--- config.mk ---
export PLATFORM = sky130hd
export DESIGN_NAME = game_ctl
export DESIGN_NICKNAME = d
export VERILOG_FILES = /design/src/rtl/game_ctl.sv
export SDC_FILE = /design/constraint.sdc
export NUM_CORES = 1
export LEC_CHECK = 0
export ABC_AREA = 1
export CAP_MARGIN = 10
export CORE_MARGIN = 2
export CORE_UTILIZATION = 45
export CTS_CLUSTER_DIAMETER = 150
export DETAILED_ROUTE_END_ITERATION = 8
export GPL_TIMING_DRIVEN = 0
export HOLD_SLACK_MARGIN = 0.1
export PLACE_DENSITY_LB_ADDON = 0.1
export SLEW_MARGIN = 20
export SYNTH_ARGS = -nofsm -noshare
export SYNTH_HDL_FRONTEND = slang
export SYNTH_SLANG_ARGS = --single-unit
--- constraint.sdc ---
create_clock -name pclk -period 3.45 [get_ports pclk]
set_input_delay 0.69 -clock pclk [delete_from_list [all_inputs] [get_ports pclk]]
set_output_delay 0.69 -clock pclk [all_outputs]
set_load 0.03 [all_outputs]
--- src/rtl/game_ctl.sv ---
`default_nettype none
// ============================================================================
// Module      : game_ctl
// Description : Tic-tac-toe game controller in the pixel clock domain.
//               Converts mouse position and left-button edges into board
//               moves, alternates X/O turns and detects wins and draws.
// Revision    : 1.0  initial release
// ----------------------------------------------------------------------------
// Ports
//   pclk        in   1   pixel clock
//   rst_n       in   1   asynchronous active-low reset
//   xpos, ypos  in   12  mouse coordinates (already synchronized)
//   left        in   1   mouse left button level (already synchronized)
//   restart     in   1   synchronous new-game request (level)
//   board       out  18  cell i at [2i+1:2i], i = 3*row+col; 00/01(X)/10(O)
//   turn        out  1   0 = X to move, 1 = O to move
//   game_over   out  1   high while the game is finished
//   winner      out  2   00 none/draw, 01 X, 10 O
//   win_line    out  4   0-2 rows, 3-5 cols, 6 main diag, 7 anti diag, F none
//   move_cnt    out  4   number of marks placed (0..9)
//   hover_cell  out  4   cell under the cursor, F when outside the board
// ============================================================================
module game_ctl #(
    parameter int BOARD_X   = 128,
    parameter int BOARD_Y   = 0,
    parameter int CELL_SIZE = 256
) (
    input  logic        pclk,
    input  logic        rst_n,
    input  logic [11:0] xpos,
    input  logic [11:0] ypos,
    input  logic        left,
    input  logic        restart,
    output logic [17:0] board,
    output logic        turn,
    output logic        game_over,
    output logic [1:0]  winner,
    output logic [3:0]  win_line,
    output logic [3:0]  move_cnt,
    output logic [3:0]  hover_cell
);

    // Grid edges, 13 bits wide so the additions cannot overflow.
    localparam logic [12:0] c_x0 = 13'(BOARD_X);
    localparam logic [12:0] c_x1 = 13'(BOARD_X + CELL_SIZE);
    localparam logic [12:0] c_x2 = 13'(BOARD_X + 2 * CELL_SIZE);
    localparam logic [12:0] c_x3 = 13'(BOARD_X + 3 * CELL_SIZE);
    localparam logic [12:0] c_y0 = 13'(BOARD_Y);
    localparam logic [12:0] c_y1 = 13'(BOARD_Y + CELL_SIZE);
    localparam logic [12:0] c_y2 = 13'(BOARD_Y + 2 * CELL_SIZE);
    localparam logic [12:0] c_y3 = 13'(BOARD_Y + 3 * CELL_SIZE);

    localparam logic [3:0] c_none = 4'hF;

    typedef enum logic [1:0] {
        S_WAIT  = 2'd0,
        S_PLACE = 2'd1,
        S_EVAL  = 2'd2,
        S_OVER  = 2'd3
    } state_t;

    state_t      state_q;
    logic        left_d_q;
    logic [17:0] board_q;
    logic        turn_q;
    logic        game_over_q;
    logic [1:0]  winner_q;
    logic [3:0]  win_line_q;
    logic [3:0]  move_cnt_q;
    logic [3:0]  hover_q;
    logic [3:0]  cell_q;
    logic        cell_vld_q;

    // ------------------------------------------------------------------
    // Cursor to cell mapping (comparators only)
    // ------------------------------------------------------------------
    function automatic logic in_span(input logic [12:0] v,
                                     input logic [12:0] lo,
                                     input logic [12:0] hi);
        return (v >= lo) && (v < hi);
    endfunction

    logic [12:0] x_w, y_w;
    logic [1:0]  col_w, row_w;
    logic        col_vld_w, row_vld_w;
    logic [3:0]  idx_w;
    logic        idx_vld_w;

    assign x_w = {1'b0, xpos};
    assign y_w = {1'b0, ypos};

    always_comb begin
        col_w     = 2'd0;
        col_vld_w = 1'b1;
        if (in_span(x_w, c_x0, c_x1))      col_w = 2'd0;
        else if (in_span(x_w, c_x1, c_x2)) col_w = 2'd1;
        else if (in_span(x_w, c_x2, c_x3)) col_w = 2'd2;
        else                               col_vld_w = 1'b0;
    end

    always_comb begin
        row_w     = 2'd0;
        row_vld_w = 1'b1;
        if (in_span(y_w, c_y0, c_y1))      row_w = 2'd0;
        else if (in_span(y_w, c_y1, c_y2)) row_w = 2'd1;
        else if (in_span(y_w, c_y2, c_y3)) row_w = 2'd2;
        else                               row_vld_w = 1'b0;
    end

    // 3*row + col without a multiplier: (row << 1) + row + col.
    assign idx_w     = {1'b0, row_w, 1'b0} + {2'b00, row_w} + {2'b00, col_w};
    assign idx_vld_w = col_vld_w & row_vld_w;

    // ------------------------------------------------------------------
    // Board decode and win detection
    // ------------------------------------------------------------------
    logic [1:0] cell_w [9];

    for (genvar gi = 0; gi < 9; gi++) begin : g_cells
        assign cell_w[gi] = board_q[2*gi+1:2*gi];
    end

    function automatic logic [1:0] line_mark(input logic [1:0] a,
                                             input logic [1:0] b,
                                             input logic [1:0] c);
        return ((a != 2'b00) && (a == b) && (b == c)) ? a : 2'b00;
    endfunction

    logic [1:0] line_w [8];
    logic       win_w;
    logic [3:0] win_idx_w;
    logic [1:0] win_mark_w;

    always_comb begin
        line_w[0] = line_mark(cell_w[0], cell_w[1], cell_w[2]);
        line_w[1] = line_mark(cell_w[3], cell_w[4], cell_w[5]);
        line_w[2] = line_mark(cell_w[6], cell_w[7], cell_w[8]);
        line_w[3] = line_mark(cell_w[0], cell_w[3], cell_w[6]);
        line_w[4] = line_mark(cell_w[1], cell_w[4], cell_w[7]);
        line_w[5] = line_mark(cell_w[2], cell_w[5], cell_w[8]);
        line_w[6] = line_mark(cell_w[0], cell_w[4], cell_w[8]);
        line_w[7] = line_mark(cell_w[2], cell_w[4], cell_w[6]);
    end

    // Scan from the highest line down so the lowest winning index is kept.
    always_comb begin
        win_w      = 1'b0;
        win_idx_w  = c_none;
        win_mark_w = 2'b00;
        for (int l = 7; l >= 0; l--) begin
            if (line_w[l] != 2'b00) begin
                win_w      = 1'b1;
                win_idx_w  = 4'(l);
                win_mark_w = line_w[l];
            end
        end
    end

    logic [1:0] target_w;
    logic [1:0] mark_w;
    logic       click_w;
    logic       write_w;

    always_comb begin
        target_w = 2'b00;
        for (int i = 0; i < 9; i++) begin
            if (cell_q == 4'(i)) target_w = cell_w[i];
        end
    end

    assign mark_w  = turn_q ? 2'b10 : 2'b01;
    assign click_w = left & ~left_d_q;
    assign write_w = (state_q == S_PLACE) && cell_vld_q && (target_w == 2'b00);

    // ------------------------------------------------------------------
    // Game FSM and all registered outputs
    // ------------------------------------------------------------------
    always_ff @(posedge pclk or negedge rst_n) begin
        if (!rst_n) begin
            state_q     <= S_WAIT;
            left_d_q    <= 1'b0;
            board_q     <= '0;
            turn_q      <= 1'b0;
            game_over_q <= 1'b0;
            winner_q    <= 2'b00;
            win_line_q  <= c_none;
            move_cnt_q  <= 4'd0;
            hover_q     <= c_none;
            cell_q      <= 4'd0;
            cell_vld_q  <= 1'b0;
        end else begin
            left_d_q <= left;
            hover_q  <= idx_vld_w ? idx_w : c_none;

            // restart and a click in OVER both start a fresh game;
            // restart wins over any click because this branch is first.
            if (restart || (state_q == S_OVER && click_w)) begin
                state_q     <= S_WAIT;
                board_q     <= '0;
                turn_q      <= 1'b0;
                game_over_q <= 1'b0;
                winner_q    <= 2'b00;
                win_line_q  <= c_none;
                move_cnt_q  <= 4'd0;
                cell_q      <= 4'd0;
                cell_vld_q  <= 1'b0;
            end else begin
                case (state_q)
                    S_WAIT: begin
                        if (click_w) begin
                            cell_q     <= idx_w;
                            cell_vld_q <= idx_vld_w;
                            state_q    <= S_PLACE;
                        end
                    end
                    S_PLACE: begin
                        if (write_w) begin
                            for (int i = 0; i < 9; i++) begin
                                if (cell_q == 4'(i)) board_q[2*i +: 2] <= mark_w;
                            end
                            if (move_cnt_q != 4'd9) move_cnt_q <= move_cnt_q + 4'd1;
                            state_q <= S_EVAL;
                        end else begin
                            state_q <= S_WAIT;
                        end
                    end
                    S_EVAL: begin
                        if (win_w) begin
                            winner_q    <= win_mark_w;
                            win_line_q  <= win_idx_w;
                            game_over_q <= 1'b1;
                            state_q     <= S_OVER;
                        end else if (move_cnt_q == 4'd9) begin
                            winner_q    <= 2'b00;
                            win_line_q  <= c_none;
                            game_over_q <= 1'b1;
                            state_q     <= S_OVER;
                        end else begin
                            turn_q  <= ~turn_q;
                            state_q <= S_WAIT;
                        end
                    end
                    default: begin
                        // S_OVER: board frozen until a click or restart.
                        state_q <= S_OVER;
                    end
                endcase
            end
        end
    end

`ifndef SYNTHESIS
    // A full board has no empty cell, so a tenth write cannot happen.
    a_no_tenth_move: assert property (@(posedge pclk) disable iff (!rst_n)
        !(write_w && !restart && move_cnt_q == 4'd9));
`endif

    assign board      = board_q;
    assign turn       = turn_q;
    assign game_over  = game_over_q;
    assign winner     = winner_q;
    assign win_line   = win_line_q;
    assign move_cnt   = move_cnt_q;
    assign hover_cell = hover_q;

endmodule
`default_nettype wire

# Yosys cells after proc, flatten, opt, wreduce, memory -nomap -nowiden
# Index checks and enable logic that the tools add are counted.
[op_classes] add_sub_neg=3 magnitude_cmp=12 n_eq_ne=32 muxes=99 bitwise_logic=4 n_reduce_logical=71
[op_table] op="2-bit 2-to-1 mux" n=50
[op_table] op="4-bit 2-to-1 mux" n=20
[op_table] op="2-bit nonzero test" n=28
[op_table] op="18-bit 2-to-1 mux" n=3
[op_table] op="12-bit by 10-bit less-than comparator with 1-bit output (second input constant)" n=4
[op_table] op="3-bit AND reduction" n=11
[op_table] op="2-bit == test" n=16
[op_table] op="1-bit logical AND" n=25
[op_table] op="1-bit 2-to-1 mux" n=25
[op_table] op="12-bit by 10-bit greater-or-equal comparator with 1-bit output (second input constant)" n=2
[op_table] op="12-bit by 9-bit greater-or-equal comparator with 1-bit output (second input constant)" n=2
[op_table] op="12-bit by 9-bit less-than comparator with 1-bit output (second input constant)" n=2
[op_table] op="4-bit by 3-bit == test with 1-bit output (second input constant)" n=4
[op_table] op="12-bit by 1-bit greater-or-equal comparator with 1-bit output (second input constant)" n=1
[op_table] op="12-bit by 8-bit greater-or-equal comparator with 1-bit output (second input constant)" n=1
[op_table] op="4-bit by 2-bit == test with 1-bit output (second input constant)" n=2
[op_table] op="4-bit == test (second input constant)" n=2
[op_table] op="2-bit case mux with 3 select lines" n=1
[op_table] op="3-bit by 2-bit adder with 4-bit output" n=1
[op_table] op="4-bit by 1-bit adder with 4-bit output (second input constant)" n=1
[op_table] op="4-bit by 2-bit adder with 4-bit output" n=1
[op_table] op="2-bit == test (second input constant)" n=2
[op_table] op="4-bit by 1-bit == test with 1-bit output (second input constant)" n=1
[op_table] op="2-bit zero test" n=2
[op_table] op="11 further kinds" n=14
[totals] ff_bits=42 inputBits=28 word_cells=240

# Longest topological paths before layout
# Gate-level depths: netlist (run 1).
[depth] depth_word=16 depth_mapped=16 mapped_depth_nobuf=16

# Worst setup path before layout (run 1)
# OpenSTA, ideal clock, no wires.
[synth_timing] kind="input to register" startpoint="input ypos[11]" endpoint="register cell_q[2]" setup_time_ns=0.083 t_arrival_ns=2.630 setup_slack_ns=0.738 stages=10 path_cell_list="nor2_1 > nand2_1 > a21oi_1 > inv_1 > fa_1 > inv_1 > ha_1 > fa_1 > inv_1 > o22ai_1"
[synth_via] elab_chain_len=10
[synth_lines] element="start, declared" line_no="31" text="input logic [11:0] ypos,"
[synth_lines] element="12-bit by 10-bit greater-or-equal comparator with 1-bit output / 12-bit by 10-bit less-than comparator with 1-bit output (equally long branches)" line_no="80" text="return (v >= lo) && (v < hi);"
[synth_lines] element="1-bit logical AND" line_no="80"
[synth_lines] element="2-bit 2-to-1 mux" line_no="106" text="else if (in_span(y_w, c_y2, c_y3)) row_w = 2'd2;"
[synth_lines] element="2-bit 2-to-1 mux" line_no="105" text="else if (in_span(y_w, c_y1, c_y2)) row_w = 2'd1;"
[synth_lines] element="2-bit 2-to-1 mux (*)" line_no="104" text="if (in_span(y_w, c_y0, c_y1)) row_w = 2'd0;"
[synth_lines] element="3-bit by 2-bit adder with 4-bit output (*)" line_no="111" text="assign idx_w = {1'b0, row_w, 1'b0} + {2'b00, row_w} + {2'b00, col_w};"
[synth_lines] element="4-bit by 2-bit adder with 4-bit output (*)" line_no="111"
[synth_lines] element="4-bit 2-to-1 mux (*)" line_no="210" text="if (click_w) begin"
[synth_lines] element="4-bit 2-to-1 mux (*)" line_no="208" text="case (state_q)"
[synth_lines] element="4-bit 2-to-1 mux (*)" line_no="197" text="if (restart || (state_q == S_OVER && click_w)) begin"
[synth_lines] element="end signal, assigned" line_no="211" text="cell_q <= idx_w;"
[synth_lines] element="end, declared" line_no="71" text="logic [3:0] cell_q;"
# Every way passes the cells marked *; elsewhere a longest branch is shown, timed or not. The select of a mux whose other input is x is not followed.
# A chain may end at the register's enable or synchronous reset.

# Worst setup path after layout (run 1)
# Same ends and word-level chain as after synthesis.

==> flow_metrics.tcl, run 1 <==
set metrics [dict create \
    status "finished clean" \
    grt_antenna_before_repair 0 \
    hpwl_um 5910 \
    antenna_left 0 \
    grt_pass1_vias 2933 \
    synth_common_cells "145 x nand2_1, 63 x nand3_1, 55 x inv_1" \
    grt_start_max_net_pins 30 \
    min_period_ps 2930 \
    criticalPathCategory "in -> reg" \
    cts_made_buffers 5 \
    synth_fp_nets 468 \
    power.switching_uw 477 \
    critical_path.max_fanout 4 \
    cp_data_required_time_ps 3670 \
    setup_viol 0 \
    p_per_area_mw_per_mm2 375 \
    postSynthCellCount 434 \
    ys_seq_area_frac 0.371 \
    finalMaxSlewViolations 0 \
    path_clk_slew_ps 80 \
    cts_tree "built" \
    routed-via-count 2958 \
    place_inst 558 \
    synth_area_leaders "dfrtp_1 30%, nand2_1 19%, nand3_1 11%" \
    slew_headroom 0.479 \
    wire_per_inst_um 13.8 \
    drv_cap 0 \
    initial_core_util 0.458 \
    multiInputGateArea_sq_mm 0.00150 \
    antenna_cells 0 \
    die_area_sq_mm 0.00701 \
    syn_to_final_growth_pct 23.2 \
    synth.largest_area_cell "dfrtp_1" \
    startpoint_type "input pin" \
    grt_pass1_wl_um 13300 \
    cts_max_level 2 \
    cts_resized 0 \
    clkPwrFrac 0.252 \
    peakVddDrop_mv 0.306 \
    num-nets-final 522 \
    wl_um 7830 \
    stdcell_count 566 \
    register_area_sq_mm 0.00106 \
    track_usage 0.234 \
    port_buffers 46 \
    drc 0 \
    dr.pass1.iters 4 \
    hold_violations 0 \
    p_sw_frac 0.361 \
    post_cts_buffers 0 \
    yosysMostFrequentCell "nand2_1" \
    cp-end-kind "flip-flop" \
    worst_slew_pin_slew_ps 778 \
    synth_ff_type "dfrtp_1" \
    syn_area_per_cell_sq_um 6.59 \
    grt-ovfl-total 0 \
    gp_congestion 0.955 \
    rows 29 \
    clock_path_buffers 2 \
    final_core_util 0.564 \
    synth_area_sq_mm 0.00286 \
    drtIter0Drc 180 \
    cts_hold_buffers 0 \
    clock_latency_ps 300 \
    drive_above_1_share 0.0736 \
    synthDominantCellAreaShare 0.298 \
    seqPwrFrac 0.435 \
    worst_hold_slack_ps 290 \
    die_w_um 83.7 \
    tns_ps 0 \
    async_flop_share 1.00 \
    leakage_uw 0.00179 \
    rsz0062_at_grt "false" \
    io_pins 62 \
    cts_sinks 42 \
    intPower_uw 843 \
    cp.arrival_ps 3150 \
    fin_crit_sh 0.850 \
    detail_route.vias_per_cell 5.23 \
    hold_path_class "in -> async" \
    comb_power_share 0.312 \
    synth_cell_types 37 \
    finalClockSkew_ps 8.55 \
    ys_warn_count 0 \
    root_buffer "clkbuf_8" \
    fillers 610 \
    synth-seq-cells 42 \
    fmax_mhz 341 \
    core_area_sq_mm 0.00624 \
    synth_edf_count 0 \
    die_h_um 83.7 \
]
==> area by class of cell <==
| cell class | instances | area share |
|---|---|---|
| buffer | 10 | 0.0206 |
| clock buffer | 7 | 0.0245 |
| clock inverter | 1 | 0.00142 |
| inverter | 60 | 0.0639 |
| multi-input combinational | 322 | 0.426 |
| sequential | 42 | 0.301 |
| tap | 77 | 0.0274 |
| timing repair buffer | 47 | 0.135 |
==> power by group through the flow <==
stage	Clock, uW	Sequential (uW)	Combinational [uW]
2_1_floorplan	0	633	206
3_3_place_gp	0	583	402
3_5_place_dp	0	583	410
4_1_cts	340	574	411
5_1_grt	364	582	456
6_report	333	574	413
==> flip-flops by register name, summed over array words and instances, names as in the netlist <==
name / cells
cell_vld_q: 1
win_line: 4
cell_q: 4
board: 18
hover_cell: 4
left_d_q: 1
winner: 2
move_cnt: 4
state_q: 2
game_over: 1
turn: 1
==> per-stage QoR <==
stage          worst slack (ps)  power, uW  cell area (sq um)
2_1_floorplan               738        839               2860
3_3_place_gp                239        985               3420
3_5_place_dp                210        993               3430
4_1_cts                     513       1330               3520
5_1_grt                     388       1400               3520
6_report                    517       1320               3520
==> cells by family after synthesis <==
family / after synthesis / share of synthesized area
and+or+nand+nor: 268 / 0.397
buffers and inverters: 70 / 0.104
xor gates and xnor gates: 2 / 0.00613
adders and majority gates: 6 / 0.0315
DFF: 42 / 0.371
AOI/OAI and AO/OA: 46 / 0.0902
==> final timing paths <==
kind                            slack, ps                 endpoint  depth (start not counted)                     from
worst max-delay path                  520    cell_q[2]$_DFFE_PN0P_                         11                 ypos[11]
worst min-delay path                  290    board[11]$_DFFE_PN0P_                          1                    rst_n
worst max register to register       1270    winner[0]$_DFFE_PN0P_                         12    board[13]$_DFFE_PN0P_
worst min register to register        460  win_line[0]$_DFFE_PN1P_                          2  win_line[0]$_DFFE_PN1P_
max in group asynchronous            2620  win_line[3]$_DFFE_PN1P_                          2                    rst_n
min in group pclk                     460  win_line[0]$_DFFE_PN1P_                          2  win_line[0]$_DFFE_PN1P_
==> cells in the final DEF (no fill, tap or decap), types with 4 or more instances in the layout <==
| cell type | count |
|---|---|
| a21oi_1 | 11 |
| clkbuf_8 | 6 |
| clkdlybuf4s50_1 | 45 |
| dfrtp_1 | 34 |
| dfstp_2 | 8 |
| ha_1 | 4 |
| inv_1 | 55 |
| inv_2 | 4 |
| nand2_1 | 145 |
| nand3_1 | 63 |
| nand4_1 | 5 |
| nor2_1 | 41 |
| o21ai_0 | 19 |
| o21ai_1 | 4 |
| o22ai_1 | 5 |
==> metal layers <==
layer | part of all wire | GRT usage
met5 | 0 | 0
met4 | 0.025 | 0.0982
met3 | 0.050 | 0.0356
met2 | 0.48 | 0.389
met1 | 0.45 | 0.304
==> worst max-delay path, cell delays in order <==
cell	delay [ps]
clkdlybuf4s50_1	390
nor2_1	210
nand2_1	80
a21oi_1	220
inv_1	100
fa_1	540
inv_1	40
ha_1	200
fa_1	470
inv_1	50
o22ai_1	140
Power figures use the tool's default switching activity.
==> run 2, diff against run 1 <==
Settings changed: TNS_END_PERCENT set to 10.
==> results of run 2 <==
The final DEF is identical to that of run 1; final timing and power are the same.
